==> config.mk <==
export PLATFORM = sky130hd
export DESIGN_NAME = seven_seg_digit_driver
export DESIGN_NICKNAME = d
export VERILOG_FILES = /design/src/rtl/seg7_pkg.sv /design/src/rtl/hex_to_seg7.sv /design/src/rtl/seven_seg_digit_driver.sv
export SDC_FILE = /design/constraint.sdc
export NUM_CORES = 1
export LEC_CHECK = 0
export ABC_AREA = 1
export BUFFER_PORTS_ARGS = -buffer_cell sky130_fd_sc_hd__buf_2
export CAP_MARGIN = 10
export CORE_MARGIN = 4
export CORE_UTILIZATION = 60
export CTS_BUF_LIST = sky130_fd_sc_hd__clkbuf_8 sky130_fd_sc_hd__clkbuf_16
export CTS_CLUSTER_DIAMETER = 50
export DETAILED_ROUTE_END_ITERATION = 12
export GPL_ROUTABILITY_DRIVEN = 0
export HOLD_SLACK_MARGIN = 0.05
export PLACE_DENSITY = 0.82
export SYNTH_ARGS = -nofsm -noshare
export SYNTH_HDL_FRONTEND = slang
export SYNTH_HIERARCHICAL = 1
export SYNTH_SLANG_ARGS = --single-unit
==> constraint.sdc <==
create_clock -name CLOCK -period 5.4 [get_ports CLOCK]
set_input_delay 0.27 -clock CLOCK [delete_from_list [all_inputs] [get_ports CLOCK]]
set_output_delay 0.27 -clock CLOCK [all_outputs]
set_load 0.02 [all_outputs]
==> src/rtl/seg7_pkg.sv <==
// Shared 7-segment constants, digit index type and hex glyph table.
// All segment patterns are active-low {g,f,e,d,c,b,a}.
package seg7_pkg;

  localparam logic [6:0] SEG_BLANK = 7'b1111111;
  localparam logic [3:0] ANODE_OFF = 4'b1111;

  typedef logic [1:0] digit_idx_t;

  // Element n of the packed array is the glyph for nibble n.
  localparam logic [15:0][6:0] HEX_SEG = {
    7'b0001110, // F
    7'b0000110, // E
    7'b0100001, // d
    7'b1000110, // C
    7'b0000011, // b
    7'b0001000, // A
    7'b0010000, // 9
    7'b0000000, // 8
    7'b1111000, // 7
    7'b0000010, // 6
    7'b0010010, // 5
    7'b0011001, // 4
    7'b0110000, // 3
    7'b0100100, // 2
    7'b1111001, // 1
    7'b1000000  // 0
  };

endpackage

==> src/rtl/hex_to_seg7.sv <==
// Combinational nibble to active-low 7-segment decoder.
// Ports: nibble (4b hex digit in), seg (7b active-low {g,f,e,d,c,b,a} out).
module hex_to_seg7
  import seg7_pkg::*;
(
  input  logic [3:0] nibble,
  output logic [6:0] seg
);

  assign seg = HEX_SEG[nibble];

endmodule

==> src/rtl/seven_seg_digit_driver.sv <==
// 4-digit 7-seg driver: double-buffered value, anti-ghost blanking.
// Ports: CLOCK, Reset (async low), Transistors (active-low digit select),
// Value/Load (buffered update), DotIn; outputs Anodes, Segments, Dot,
// Pending, all registered. Optional: LEADING_ZERO_BLANK_EN.
module seven_seg_digit_driver
  import seg7_pkg::*;
#(
  parameter int GhostCycles = 50,
  parameter int GhostBits   = 6
) (
  input  logic        CLOCK,
  input  logic        Reset,
  input  logic [3:0]  Transistors,
  input  logic [15:0] Value,
  input  logic        Load,
  input  logic [3:0]  DotIn,
  output logic [3:0]  Anodes,
  output logic [6:0]  Segments,
  output logic        Dot,
  output logic        Pending
);

  localparam logic [GhostBits-1:0] GHOST_LOAD =
    GhostBits'(GhostCycles);

  logic [3:0]           trans_q, trans_d;
  logic [GhostBits-1:0] ghost_q, ghost_d;
  logic [15:0]          disp_q, disp_d;
  logic [15:0]          buf_q, buf_d;
  logic                 pend_q, pend_d;
  logic [3:0]           anodes_q, anodes_d;
  logic [6:0]           seg_q, seg_d;
  logic                 dot_q, dot_d;

  logic       sel_valid;
  digit_idx_t sel_idx;
  logic       changed;
  logic       frame_start;
  logic [3:0] nibble;
  logic [6:0] dec_seg;
  logic       lz_blank;

  always_comb begin
    sel_valid = 1'b1;
    sel_idx   = 2'd0;
    unique case (1'b1)
      (Transistors == 4'b1110): sel_idx = 2'd0;
      (Transistors == 4'b1101): sel_idx = 2'd1;
      (Transistors == 4'b1011): sel_idx = 2'd2;
      (Transistors == 4'b0111): sel_idx = 2'd3;
      default:                  sel_valid = 1'b0;
    endcase
  end

  assign changed     = (Transistors != trans_q);
  assign frame_start = changed && (Transistors == 4'b1110);

  always_comb begin
    trans_d = Transistors;
    ghost_d = ghost_q;
    if (changed) begin
      ghost_d = GHOST_LOAD;
    end else if (ghost_q != '0) begin
      ghost_d = ghost_q - GhostBits'(1);
    end
    disp_d = disp_q;
    buf_d  = buf_q;
    pend_d = pend_q;
    if (frame_start) begin
      // A Load landing on the frame edge bypasses the buffer.
      pend_d = 1'b0;
      if (Load) begin
        disp_d = Value;
      end else if (pend_q) begin
        disp_d = buf_q;
      end
    end else if (Load) begin
      buf_d  = Value;
      pend_d = 1'b1;
    end
  end

  // Decode from the next display value so a commit shows on digit 0.
  assign nibble = disp_d[{sel_idx, 2'b00} +: 4];

  hex_to_seg7 u_dec (
    .nibble (nibble),
    .seg    (dec_seg)
  );

  always_comb begin
    lz_blank = 1'b0;
`ifdef LEADING_ZERO_BLANK_EN
    unique case (sel_idx)
      2'd3:    lz_blank = (disp_d[15:12] == 4'h0);
      2'd2:    lz_blank = (disp_d[15:8] == 8'h00);
      2'd1:    lz_blank = (disp_d[15:4] == 12'h000);
      default: lz_blank = 1'b0;
    endcase
`else
    lz_blank = 1'b0;
`endif
    seg_d = (!sel_valid || lz_blank) ? SEG_BLANK : dec_seg;
    dot_d = sel_valid ? ~DotIn[sel_idx] : 1'b1;
    // Using ghost_d gives exactly GhostCycles dark cycles.
    anodes_d = (!sel_valid || ghost_d != '0) ? ANODE_OFF
                                             : Transistors;
  end

  always_ff @(posedge CLOCK or negedge Reset) begin
    if (!Reset) begin
      trans_q  <= 4'b1111;
      ghost_q  <= '0;
      disp_q   <= 16'h0000;
      buf_q    <= 16'h0000;
      pend_q   <= 1'b0;
      anodes_q <= ANODE_OFF;
      seg_q    <= SEG_BLANK;
      dot_q    <= 1'b1;
    end else begin
      trans_q  <= trans_d;
      ghost_q  <= ghost_d;
      disp_q   <= disp_d;
      buf_q    <= buf_d;
      pend_q   <= pend_d;
      anodes_q <= anodes_d;
      seg_q    <= seg_d;
      dot_q    <= dot_d;
    end
  end

  assign Anodes   = anodes_q;
  assign Segments = seg_q;
  assign Dot      = dot_q;
  assign Pending  = pend_q;

endmodule

After elaboration in Yosys (flattened, before gate mapping)
Memory sizes are Yosys's and may differ from the RTL's.
Index checks and enable logic that the tools add are counted.

storage, ports and cells
  logic and storage cells = 43
  output and inout bits = 13
  bits of input ports = 27
  memory bits (read-only) = 112
  register bits after elaboration = 55
  memories = 1

memory list
  name              depth  width  rd ports  clocked after Yosys merged registers in  write ports  line               RTL
  (name not given)  16     7      1         0                                        0            hex_to_seg7.sv:10  assign seg = HEX_SEG[nibble];

cells by class
  muxes and demuxes = 15
  reduce and logical (&&, ||, !) cells = 8
  shifts and indexed selects = 1
  add/subtract/negate cells = 1
  bitwise gates (word level) = 2
  order comparisons = 2
  equal/unequal tests = 5

operators with widths
  operator               number
  $mux W16               3
  $shiftx A16 B5 Y4      1
  $mux W7                2
  $eq A4 B4 Y1 const B   3
  $mux W6                2
  $reduce_bool A6 Y1     2
  $pmux W2 S3            1
  $sub A6 B1 Y6 const B  1
  $lt A4 B5 Y1 const B   1
  $mux W1                5
  $eq A4 B3 Y1 const B   1
  $mux W4                1
  $ne A4 B4 Y1           1
  $reduce_or A4 Y1       1
  $lt A2 B3 Y1 const B   1
  $bmux W1 S2            1
  $not A1 Y1             2
  $reduce_and A2 Y1      1
  $reduce_bool A2 Y1     1
  $logic_and A1 B1 Y1    1
  $logic_not A1 Y1       1
  $logic_or A1 B1 Y1     1

Logic depth before layout (Yosys ltp)
Gate-level depths: netlist (run 1).

  word-level depth = 7
  mapped depth = 19
  depth with buffers taken out = 18

Modules after synthesis
The synthesis (run 1) kept the hierarchy.

modules (own cells, without submodules)
  module                  cells an instance  seq. area each (µm²)  times used  area an instance (µm²)
  seven_seg_digit_driver  393                1396.3                1           2889.0
  hex_to_seg7             49                 0.0                   1           274.0

Worst setup path before layout (run 1)
No wires, ideal clock.

  kind = register -> register
  start point = register trans_q[3]
  end point = register seg_q[3], in the netlist Segments[3]
  setup time = 0.061 ns
  slack = 3.264 ns
  required time = 5.339 ns
  period minus slack after synthesis = 2.136 ns
  stages on the path, launching flop included = 19
  arrival time = 2.075 ns
  buffers on the path = 1
  cells stage by stage = dfstp_2 -> inv_1 -> nand2_1 -> nand2_1 -> nor2_1 -> nand2_1 -> nand2_4 -> buf_4 -> nand2_1 -> nand3_1 -> nand3_1 -> nand2_1 -> inv_1 -> ha_1 -> nand2_1 -> nand3_1 -> nand2_1 -> inv_1 -> nand2_1

on the way
  longest elaborated chain between the ends = 7

RTL lines
  item                           line                           RTL
  from (decl)                    seven_seg_digit_driver.sv:26   logic [3:0] trans_q, trans_d;
  from (signal assigned)         seven_seg_digit_driver.sv:121  trans_q <= trans_d;
  $ne A4 B4 Y1                   seven_seg_digit_driver.sv:55   assign changed = (Transistors != trans_q);
  $logic_and A1 B1 Y1            seven_seg_digit_driver.sv:56   assign frame_start = changed && (Transistors == 4'b1110);
  $mux W16                       seven_seg_digit_driver.sv:69   if (frame_start) begin
  $shiftx A16 B5 Y4              seven_seg_digit_driver.sv:84   assign nibble = disp_d[{sel_idx, 2'b00} +: 4];
  via nibble[0]                  seven_seg_digit_driver.sv:39   logic [3:0] nibble;
  $mem_v2 Z16 W7                 --
  $mux W7 (implied by the code)  hex_to_seg7.sv:10
  via dec_seg[3]                 seven_seg_digit_driver.sv:40   logic [6:0] dec_seg;
  $mux W7                        seven_seg_digit_driver.sv:103  seg_d = (!sel_valid || lz_blank) ? SEG_BLANK : dec_seg;
  via seg_d[3]                   seven_seg_digit_driver.sv:32   logic [6:0] seg_q, seg_d;
  to (signal assigned)           seven_seg_digit_driver.sv:127  seg_q <= seg_d;
  to (decl)                      seven_seg_digit_driver.sv:32

The timed path passes the listed nets, and every way through them passes these cells. The select of a mux whose other input is x is not followed.
A chain may end at the register's enable or synchronous reset.

Worst setup path after layout (run 1)
  start point = register trans_q[3]
  end point = register seg_q[0], in the netlist Segments[0]

The elaborated chain is that of the path after synthesis.

==> results.txt, run 1 <==
Post-layout instance count excluding filler cells: 542
Initial core utilization: 61.93%
Critical path type: reg -> reg
Wire per inst: 12.75 um
Via count of the first global-routing pass: 2,806
Tot Pwr: 970.3 uW
Hold Fails Final Rpt: 0
Layout Utilization: 67.15%
Post-Syn Area: 3163 um2
Sum Neg Setup Slack: 0 ns
Hold WC Path Type: in -> async
Critical Path AT: 3.39 ns
Die H: 80.61 um
DP Wirelength: 4776 um
Clk_lat worst skew: 0.31 ns
Post-place setup slack: 2.320 ns
Diode count: 0
DR iter-0 viols: 184
Die X: 80.61 um
Crit path required time: 5.63 ns
Largest cells by area after synthesis: dfrtp_1, nand2_1, dfstp_2, nand3_1, inv_1
Multiplexer area fraction after synthesis: 0%
Final period util: 58.39%
Worst-Margin Slew: 0.8881 ns
CTS Sinks: 55
Yosys warning total: 6
Reg2reg end: Segments[0]$_DFF_PN1_
Critical Path Source Type: flop
Pre-antenna DRT Iters: 4
Yosys reg bits: 55
Post-Synth Simple-Gate Area: 37.78%
Worst-path fanout max: 33
Yosys top cell by area: dfrtp_1
Asr flop ratio synth: 100.0%
Cts-stage hold buffer count: 0
Library cells used by synthesis: 27
Post-Synthesis Cells: 442
# IOs: 40
Share of cells above drive strength 1: 15.04%
Max Clock Skew: 0.01120 ns
Pwr dens: 282.9 nW/um2
Die area: 6497 um2
Longest Clk Path Bufs: 2
Placed cells: 534
Drt drc: 0
Sequential area share after synthesis: 44.15%
Row count: 26
CTS clk-pin slew, worst paths: 0.10 ns
Nets: 507
Final worst slack: 2.247 ns
Pin count of the biggest net entering global routing: 56
Max VDD drop: 187.8 uV
Initial antenna violation count: 0
Status: completed
Leak: 0.001890 uW
Max-capacitance violation count: 0
Detail Route Antenna Nets: 0
Setup crit end kind: flop
First-pass GRT wire length: 12,140 um
Vias: 2,846
Syn_nets: 478
Root Buffer: clkbuf_8
Reg2Reg Depth: 18
Primary FF master, synth: dfrtp_1
XOR/XNOR Fraction of Synth Area: 1.108%
Most frequent cells in the layout: nand2_1, nand3_1, inv_1, dfrtp_1, buf_2
Buffers on Ports: 39
Number of enable flip-flop cells after synthesis: 0
Total routed wirelength: 6909 um
CTS Buf Count: 5
Area grow syn2layout: 8.426%
Total setup buffers inserted after CTS: 0
Worst r2r src: trans_q[3]$_DFF_PN1_
Core Area: 5107 um2
Top-area cell type share of the netlist area: 30.85%
Final setup violation count: 0
Commonest non-fill, non-tap cell in the layout: nand2_1
Reg2Reg Setup Slack: 2.25 ns
Global route total overflow: 0
RSZ-0062 raised after global routing: false
Synth Area in Compound Gates: 4.153%
GRT Overall Usage: 23.69%
Slew headroom: 40.80%
Post-DR vias/cell: 5.251
H-tree levels: 2
Max-slew violations: 0
Tmin final: 3.153 ns
Largest family of logic cells by synthesized area: simple AND/OR/NAND/NOR gates
CTS tree: yes
Fmax: 317.1 MHz
Resized Gates After CTS: 0
Syn Area/Cell: 7.156 um2
Post-Synth Adder-Cell Area: 3.560%
-- routing by layer --
layer	GRT usage (%)	part of all wire (%)	up-vias
li1	-	-	1432
met5	0	0	-
met4	9.291	1.7	0
met2	40.81	50	69
met1	29.65	43	1329
met3	3.700	5.1	16
-- stage by stage --
stage / cell area (um2) / hold WS (ns)
6_report: 3430 / 0.07270
5_1_grt: 3430 / 0.07843
4_1_cts: 3430 / 0.08088
3_5_place_dp: 3348 / 0.4102
3_3_place_gp: 3348 / 0.4113
2_1_floorplan: 3163 / -0.02559
-- how the worst max path moves through the flow --
| stage | startpoint | to | cells past startpoint |
|---|---|---|---|
| 2_1_floorplan | trans_q[3]$_DFF_PN1_ | Segments[3]$_DFF_PN1_ | 18 |
| 3_3_place_gp | trans_q[3]$_DFF_PN1_ | Segments[3]$_DFF_PN1_ | 17 |
| 3_5_place_dp | trans_q[3]$_DFF_PN1_ | Segments[0]$_DFF_PN1_ | 18 |
| 4_1_cts | trans_q[3]$_DFF_PN1_ | Segments[0]$_DFF_PN1_ | 18 |
| 5_1_grt | trans_q[1]$_DFF_PN1_ | Segments[0]$_DFF_PN1_ | 18 |
| 6_report | trans_q[3]$_DFF_PN1_ | Segments[0]$_DFF_PN1_ | 18 |
-- area by class of cell --
cell class | instances | area (um2)
fill | 453 | 1678
multi-input combinational | 319 | 1474
sequential | 55 | 1396
timing repair buffer | 40 | 202.7
inverter | 50 | 187.7
tap | 70 | 87.58
clock buffer | 5 | 68.82
clock inverter | 3 | 12.51
-- power breakdown --
group          switching, uW  total (uW)  internal, uW  leakage, uW
Sequential              27.7         495           467     0.000647
Clock                    131         218          87.7    0.0000505
Combinational            172         257          84.9      0.00119
-- worst max-delay path: stages (launching register included) --
cell and delay (ns):
dfstp_2 0.54, inv_1 0.04, nand2_1 0.05, nand2_1 0.05
nor2_1 0.09, nand2_1 0.48, nand2_4 0.53, nand2_1 0.13
nand3_1 0.10, nand3_1 0.10, nand2_1 0.20, inv_1 0.15
ha_1 0.20, inv_1 0.09, nand2_1 0.08, nand3_1 0.08
nand2_1 0.06, inv_1 0.05, nand2_1 0.05
-- registers in the layout (all words and copies together) (netlist names) --
register  flops
Dot           1
Segments      7
trans_q       4
Pending       1
disp_q       16
Anodes        4
buf_q        16
ghost_q       6
-- synthesized netlist by cell type, types with 2 or more instances --
cell type  count
ha_1           9
inv_2          2
inv_1         47
dfrtp_1       39
clkbuf_1       6
o21ai_0       20
a21oi_1        2
nand3_1       77
xor2_1         2
dfstp_2       16
nor2_1        13
nand2_2        2
buf_6          2
nor3_1         2
buf_2          6
xnor2_1        2
buf_4          4
nand2_1      182
-- logic make-up after synthesis --
kind of cell,count (synthesis)
adder cells (fa/ha/maj),9
AND/OR/NAND/NOR,281
AO/OA/AOI/OAI,25
XOR/XNOR,4
buffers and inverters,68
flip-flops,55
No activity file was read; power rests on OpenSTA's default activity.
==> run 2, diff against run 1 <==
--- a/config.mk
+++ b/config.mk
@@ -9,13 +9,13 @@
 export BUFFER_PORTS_ARGS = -buffer_cell sky130_fd_sc_hd__buf_2
 export CAP_MARGIN = 10
 export CORE_MARGIN = 4
-export CORE_UTILIZATION = 60
+export CORE_UTILIZATION = 52
 export CTS_BUF_LIST = sky130_fd_sc_hd__clkbuf_8 sky130_fd_sc_hd__clkbuf_16
 export CTS_CLUSTER_DIAMETER = 50
 export DETAILED_ROUTE_END_ITERATION = 12
 export GPL_ROUTABILITY_DRIVEN = 0
 export HOLD_SLACK_MARGIN = 0.05
-export PLACE_DENSITY = 0.82
+export PLACE_DENSITY = 0.76
 export SYNTH_ARGS = -nofsm -noshare
 export SYNTH_HDL_FRONTEND = slang
 export SYNTH_HIERARCHICAL = 1
==> constraint.sdc (replaced) <==
create_clock -name CLOCK -period 2.71 [get_ports CLOCK]
set_input_delay 0.1355 -clock CLOCK [delete_from_list [all_inputs] [get_ports CLOCK]]
set_output_delay 0.1355 -clock CLOCK [all_outputs]
set_load 0.02 [all_outputs]
==> results.txt, run 2 (synthesized netlist as in run 1, its figures left out) <==
Max-slew violations: 0 (unchanged)
Status: completed
Post-place setup slack: 0.2521 ns (-2.068 ns)
Final worst slack: 0.2535 ns (-1.993 ns)
Crit path required time: 2.96 ns (-2.67 ns)
Commonest non-fill, non-tap cell in the layout: nand2_1
CTS clk-pin slew, worst paths: 0.10 ns (about the same)
Setup crit end kind: flop
Pre-antenna DRT Iters: 5 (+1)
Most frequent cells in the layout: nand2_1, nand3_1, inv_1, dfrtp_1, buf_2
Sum Neg Setup Slack: 0 ns (unchanged)
Row count: 28 (+7.7%)
Initial core utilization: 53.42% (-8.5 points)
Area grow syn2layout: 14.75%
Final setup violation count: 0 (unchanged)
Tmin final: 2.457 ns
Critical path type: in -> reg
CTS Sinks: 55 (unchanged)
Die X: 85.99 um (+6.7%)
Die area: 7394 um2 (+14%)
Critical Path AT: 2.71 ns (-0.68 ns)
Post-layout instance count excluding filler cells: 565 (+4.2%)
Vias: 2,892 (+1.6%)
Buffers on Ports: 39 (unchanged)
Core Area: 5921 um2 (+16%)
FILL cells: 531 (+17%)
CTS tree: yes
Max Clock Skew: 0.009674 ns (-0.001526 ns)
Final hold slack: 0.06197 ns (-0.01073 ns)
Diode count: 0 (unchanged)
Leak: 0.001984 uW (+4.9%)
DP Wirelength: 4906 um (+2.7%)
Detail Route Antenna Nets: 0 (unchanged)
Root Buffer: clkbuf_8
Nets: 525 (+3.6%)
Initial antenna violation count: 0 (unchanged)
Worst-path fanout max: 17 (-48%)
RSZ-0062 raised after global routing: false
First-pass GRT wire length: 12,050 um (-0.74%)
Drt drc: 0 (unchanged)
Hold Fails Final Rpt: 0 (unchanged)
Max-capacitance violation count: 0 (unchanged)
Clk_lat worst skew: 0.31 ns (about the same)
Critical Path Source Type: primary input
Final period util: 90.65%
Share of cells above drive strength 1: 17.96% (+2.9 points)
Wire per inst: 12.38 um (-2.9%)
Global route total overflow: 0 (unchanged)
Via count of the first global-routing pass: 2,771 (-1.2%)
Worst-Margin Slew: 1.014 ns (+0.1263 ns)
H-tree levels: 2 (unchanged)
Longest Clk Path Bufs: 2 (unchanged)
Die H: 85.99 um (+6.7%)
Max VDD drop: 370.8 uV (+98%)
Total routed wirelength: 6995 um (+1.2%)
Placed cells: 547 (+2.4%)
GRT Overall Usage: 20.11% (-3.6 points)
CTS Buf Count: 5 (unchanged)
Post-DR vias/cell: 5.119 (-2.5%)
Hold WC Path Type: in -> reg
# IOs: 40 (unchanged)
Pwr dens: 575.9 nW/um2 (+100%)
Fmax: 407.1 MHz
Pin count of the biggest net entering global routing: 47 (-16%)
Slew headroom: 32.38% (-8.4 points)
DR iter-0 viols: 182 (-1.1%)
==> run 2: cell count changes in the layout (fill, tap and decap cells not counted), sizes merged <==
cell,previous run,this run
buf,40,53
dlygate4sd3,0,5
inv,51,49
bufinv,0,1
clkbuf,5,6
clkinv,2,1
clkinvlp,0,1
==> run 2: metal layers <==
layer  GRT usage (%)  wire, um
met5               0         0
met4           5.755        93
met3           3.170       324
met2           35.32      3462
met1           25.51      3115
==> run 2: what timing repair did <==
item	CTS	global route
endpoints found under the setup margin	0	7
hold buffers	5	0
resized for setup	0	3
setup buffers	0	5
hold endpoints to repair	43	0
==> run 2: metrics by stage <==
stage / util (%) / area (um2) / power, uW
final: 61.31 / 3630 / 2090
after global routing: 61.31 / 3630 / 2225
after CTS: 60.50 / 3582 / 2093
after detailed placement: 57.67 / 3415 / 1518
after global placement: 57.67 / 3415 / 1501
after floorplan: - / 3163 / 1373
==> run 2: final timing paths <==
check                           slack [ns]                    end  cells after the start                  from
worst max-delay path                  0.25  Segments[3]$_DFF_PN1_                     19        Transistors[2]
worst min-delay path                  0.06   buf_q[2]$_DFFE_PN0P_                      3              Value[2]
worst max register to register        0.34  Segments[0]$_DFF_PN1_                     16  trans_q[1]$_DFF_PN1_
worst min register to register        0.48   buf_q[3]$_DFFE_PN0P_                      2  buf_q[3]$_DFFE_PN0P_
max in group asynchronous             1.36   trans_q[3]$_DFF_PN1_                      3                 Reset
min in group asynchronous             0.53   buf_q[2]$_DFFE_PN0P_                      2                 Reset
==> run 2: where the power goes <==
group | total (uW) | switching (uW) | internal, uW
Clock | 571 | 271 | 300
Combinational | 539 | 350 | 189
Sequential | 981 | 49.7 | 931
Total | 2090 | 671 | 1420
==> run 2: worst max-delay path, cell delays in order <==
cell           delay [ns]
dlygate4sd3_1        0.55
buf_2                0.16
inv_1                0.12
nand2_1              0.07
nand2_1              0.06
nor2_1               0.04
nand2_2              0.14
buf_6                0.20
nand3_1              0.12
nand3_1              0.12
nand3_1              0.08
nand2_1              0.17
inv_1                0.13
ha_1                 0.33
nand2_1              0.06
nand3_1              0.07
nand2_1              0.07
inv_1                0.03
nand2_1              0.05
==> run 2: area by class of cell <==
type                       instances  area [um2]  area share [%]
inverter                          50       191.4           5.274
sequential                        55        1396           38.47
clock inverter                     2       35.03          0.9652
tap                               75       93.84           2.585
timing repair buffer              58       354.1           9.755
multi-input combinational        319        1476           40.68
clock buffer                       6       82.58           2.275
==> run 3, diff against run 2 <==
--- a/config.mk
+++ b/config.mk
@@ -9,13 +9,13 @@
 export BUFFER_PORTS_ARGS = -buffer_cell sky130_fd_sc_hd__buf_2
 export CAP_MARGIN = 10
 export CORE_MARGIN = 4
-export CORE_UTILIZATION = 52
+export CORE_UTILIZATION = 58
 export CTS_BUF_LIST = sky130_fd_sc_hd__clkbuf_8 sky130_fd_sc_hd__clkbuf_16
 export CTS_CLUSTER_DIAMETER = 50
 export DETAILED_ROUTE_END_ITERATION = 12
 export GPL_ROUTABILITY_DRIVEN = 0
 export HOLD_SLACK_MARGIN = 0.05
-export PLACE_DENSITY = 0.76
+export PLACE_DENSITY = 0.8
 export SYNTH_ARGS = -nofsm -noshare
 export SYNTH_HDL_FRONTEND = slang
 export SYNTH_HIERARCHICAL = 1
==> constraint.sdc (replaced) <==
create_clock -name CLOCK -period 2.45 [get_ports CLOCK]
set_input_delay 0.1225 -clock CLOCK [delete_from_list [all_inputs] [get_ports CLOCK]]
set_output_delay 0.1225 -clock CLOCK [all_outputs]
set_load 0.05 [all_outputs]
==> results.txt, run 3 (synthesized netlist as in run 1, its figures left out) <==
Status: completed
RSZ-0062 raised after global routing: true
Pre-antenna DRT Iters: 5 (unchanged)
Hold Fails Final Rpt: 0 (unchanged)
Max-slew violations: 0 (unchanged)
Drt drc: 0 (unchanged)
CTS Buf Count: 5 (unchanged)
Final worst slack: 0.1211 ns (-0.1323 ns)
Slew headroom: 34.42% (+2.0 points)
Placed cells: 544 (-0.55%)
First-pass GRT wire length: 12,450 um (+3.3%)
Total routed wirelength: 7316 um (+4.6%)
Worst-path fanout max: 16 (-1)
Initial core utilization: 60.77% (+7.3 points)
CP delay by family, top: buffers and inverters
Final setup violation count: 0 (unchanged)
Leak: 0.002011 uW (+1.4%)
Critical Path Source Type: primary input
Final period util: 95.06%
CTS tree: yes
# IOs: 40 (unchanged)
Tmin final: 2.329 ns
Pin count of the biggest net entering global routing: 45 (-4.3%)
Area grow syn2layout: 16.06%
Slowest cell delay on critical path: 0.52 ns (-0.03 ns)
Initial antenna violation count: 0 (unchanged)
DR iter-0 viols: 176 (-3.3%)
Nets: 530 (+0.95%)
Crit path required time: 2.70 ns (-0.26 ns)
CTS Sinks: 55 (unchanged)
Row count: 26 (-7.1%)
CTS clk-pin slew, worst paths: 0.10 ns (about the same)
Die H: 81.85 um (-4.8%)
Max-capacitance violation count: 0 (unchanged)
Post-place setup slack: 0.1040 ns (-0.1480 ns)
Worst-Margin Slew: 0.9837 ns (-0.03067 ns)
Clk_lat worst skew: 0.31 ns (about the same)
Pwr dens: 621.9 nW/um2 (+8.0%)
Die X: 81.85 um (-4.8%)
CP Cell Sequence: dlygate4sd3_1 > buf_2 > nand2_2 > nor3_4 > buf_4 > nand2_4 > buf_6 > nand2_1 > nand3_1 > nand3_1 > nand2_1 > inv_2 > nand3_1 > nand2_1 > inv_1 > nand2_1
Root Buffer: clkbuf_8
Critical path type: in -> reg
Sum Neg Setup Slack: 0 ns (unchanged)
Global route total overflow: 0 (unchanged)
Die area: 6699 um2 (-9.4%)
Vias: 2,955 (+2.2%)
Setup crit end kind: flop
Longest Clk Path Bufs: 2 (unchanged)
Reg2Reg Setup Slack: 0.15 ns (-0.19 ns)
Worst path slowest cell: dlygate4sd3_1
Detail Route Antenna Nets: 0 (unchanged)
Commonest non-fill, non-tap cell in the layout: nand2_1
Cell mode on critical path: nand2_1
Buffers on Ports: 39 (unchanged)
Max Clock Skew: 0.005699 ns (-0.003975 ns)
Post-DR vias/cell: 5.230 (+2.2%)
H-tree levels: 2 (unchanged)
Via count of the first global-routing pass: 2,837 (+2.4%)
Wire per inst: 12.95 um (+4.6%)
GRT Overall Usage: 23.63% (+3.5 points)
Worst path bufs/invs: 6 (unchanged)
Fmax: 429.4 MHz
Critical Path AT: 2.58 ns (-0.13 ns)
Diode count: 0 (unchanged)
DP Wirelength: 4967 um (+1.2%)
Post-layout instance count excluding filler cells: 565 (unchanged)
Max VDD drop: 410.6 uV (+11%)
Share of cells above drive strength 1: 19.60% (+1.6 points)
Most frequent cells in the layout: nand2_1, nand3_1, inv_1, buf_2, dfrtp_1
Hold WC Path Type: in -> reg
Core Area: 5205 um2 (-12%)
==> run 3: cell types whose count changed in the layout (fill, tap and decap cells not counted), sizes merged <==
cell,previous run,this run
buf,53,57
bufinv,1,0
clkbuf,6,7
clkinvlp,1,0
dlygate4sd3,5,6
inv,49,50
==> run 3: power breakdown <==
part | leakage (uW) | switching (uW) | internal (uW)
clock network | 0.0000557 | 286 | 255
registers | 0.000647 | 51.9 | 1030
logic | 0.00131 | 443 | 217
==> run 3: metrics by stage <==
step	hold WS, ns	utilization (%)	cell area (um2)	power, uW
2_1_floorplan	-0.1731	-	3163	1563
3_3_place_gp	0.2601	65.77	3423	1704
3_5_place_dp	0.2584	65.77	3423	1725
4_1_cts	0.05100	68.85	3583	2275
5_1_grt	0.05512	70.53	3671	2443
6_report	0.05147	70.53	3671	2283
==> run 3: metal layers <==
layer,GRT usage (%),share of wire [%]
met5,0,0
met4,6.977,1.2
met3,4.496,5.2
met2,39.34,49
met1,31.25,44
==> run 3: layout make-up <==
class	instances	area, um2
fillers	446	1534
multi-input cells	319	1491
flip-flops and latches	55	1396
repair buffers	63	407.9
inverters	50	187.7
clock buffers	7	96.34
well taps	70	87.58
clock inverters	1	3.754
==> run 3: what timing repair did <==
| action | CTS | global route |
|---|---|---|
| hold endpoints to repair | 44 | 0 |
| hold buffers | 6 | 0 |
| gates resized for setup | 0 | 13 |
| setup endpoints to repair | 0 | 7 |
| buffers inserted | 0 | 6 |
==> run 3: worst paths after layout <==
| path | endpoint | cells after the start | from |
|---|---|---|---|
| setup / recovery | Segments[0]$_DFF_PN1_ | 16 | Transistors[3] |
| hold / removal | buf_q[1]$_DFFE_PN0P_ | 3 | Value[1] |
| setup reg to reg | Segments[0]$_DFF_PN1_ | 16 | trans_q[1]$_DFF_PN1_ |
| hold reg to reg | buf_q[5]$_DFFE_PN0P_ | 2 | buf_q[5]$_DFFE_PN0P_ |
| max in group asynchronous | trans_q[1]$_DFF_PN1_ | 3 | Reset |
| min in group asynchronous | buf_q[14]$_DFFE_PN0P_ | 2 | Reset |
==> run 3: worst register-to-register path: cells and delay by family, from the launching register on <==
kind	cells	cell delay, ns
simple gates	12	1.28
flops	1	0.54
buf+inv	4	0.41
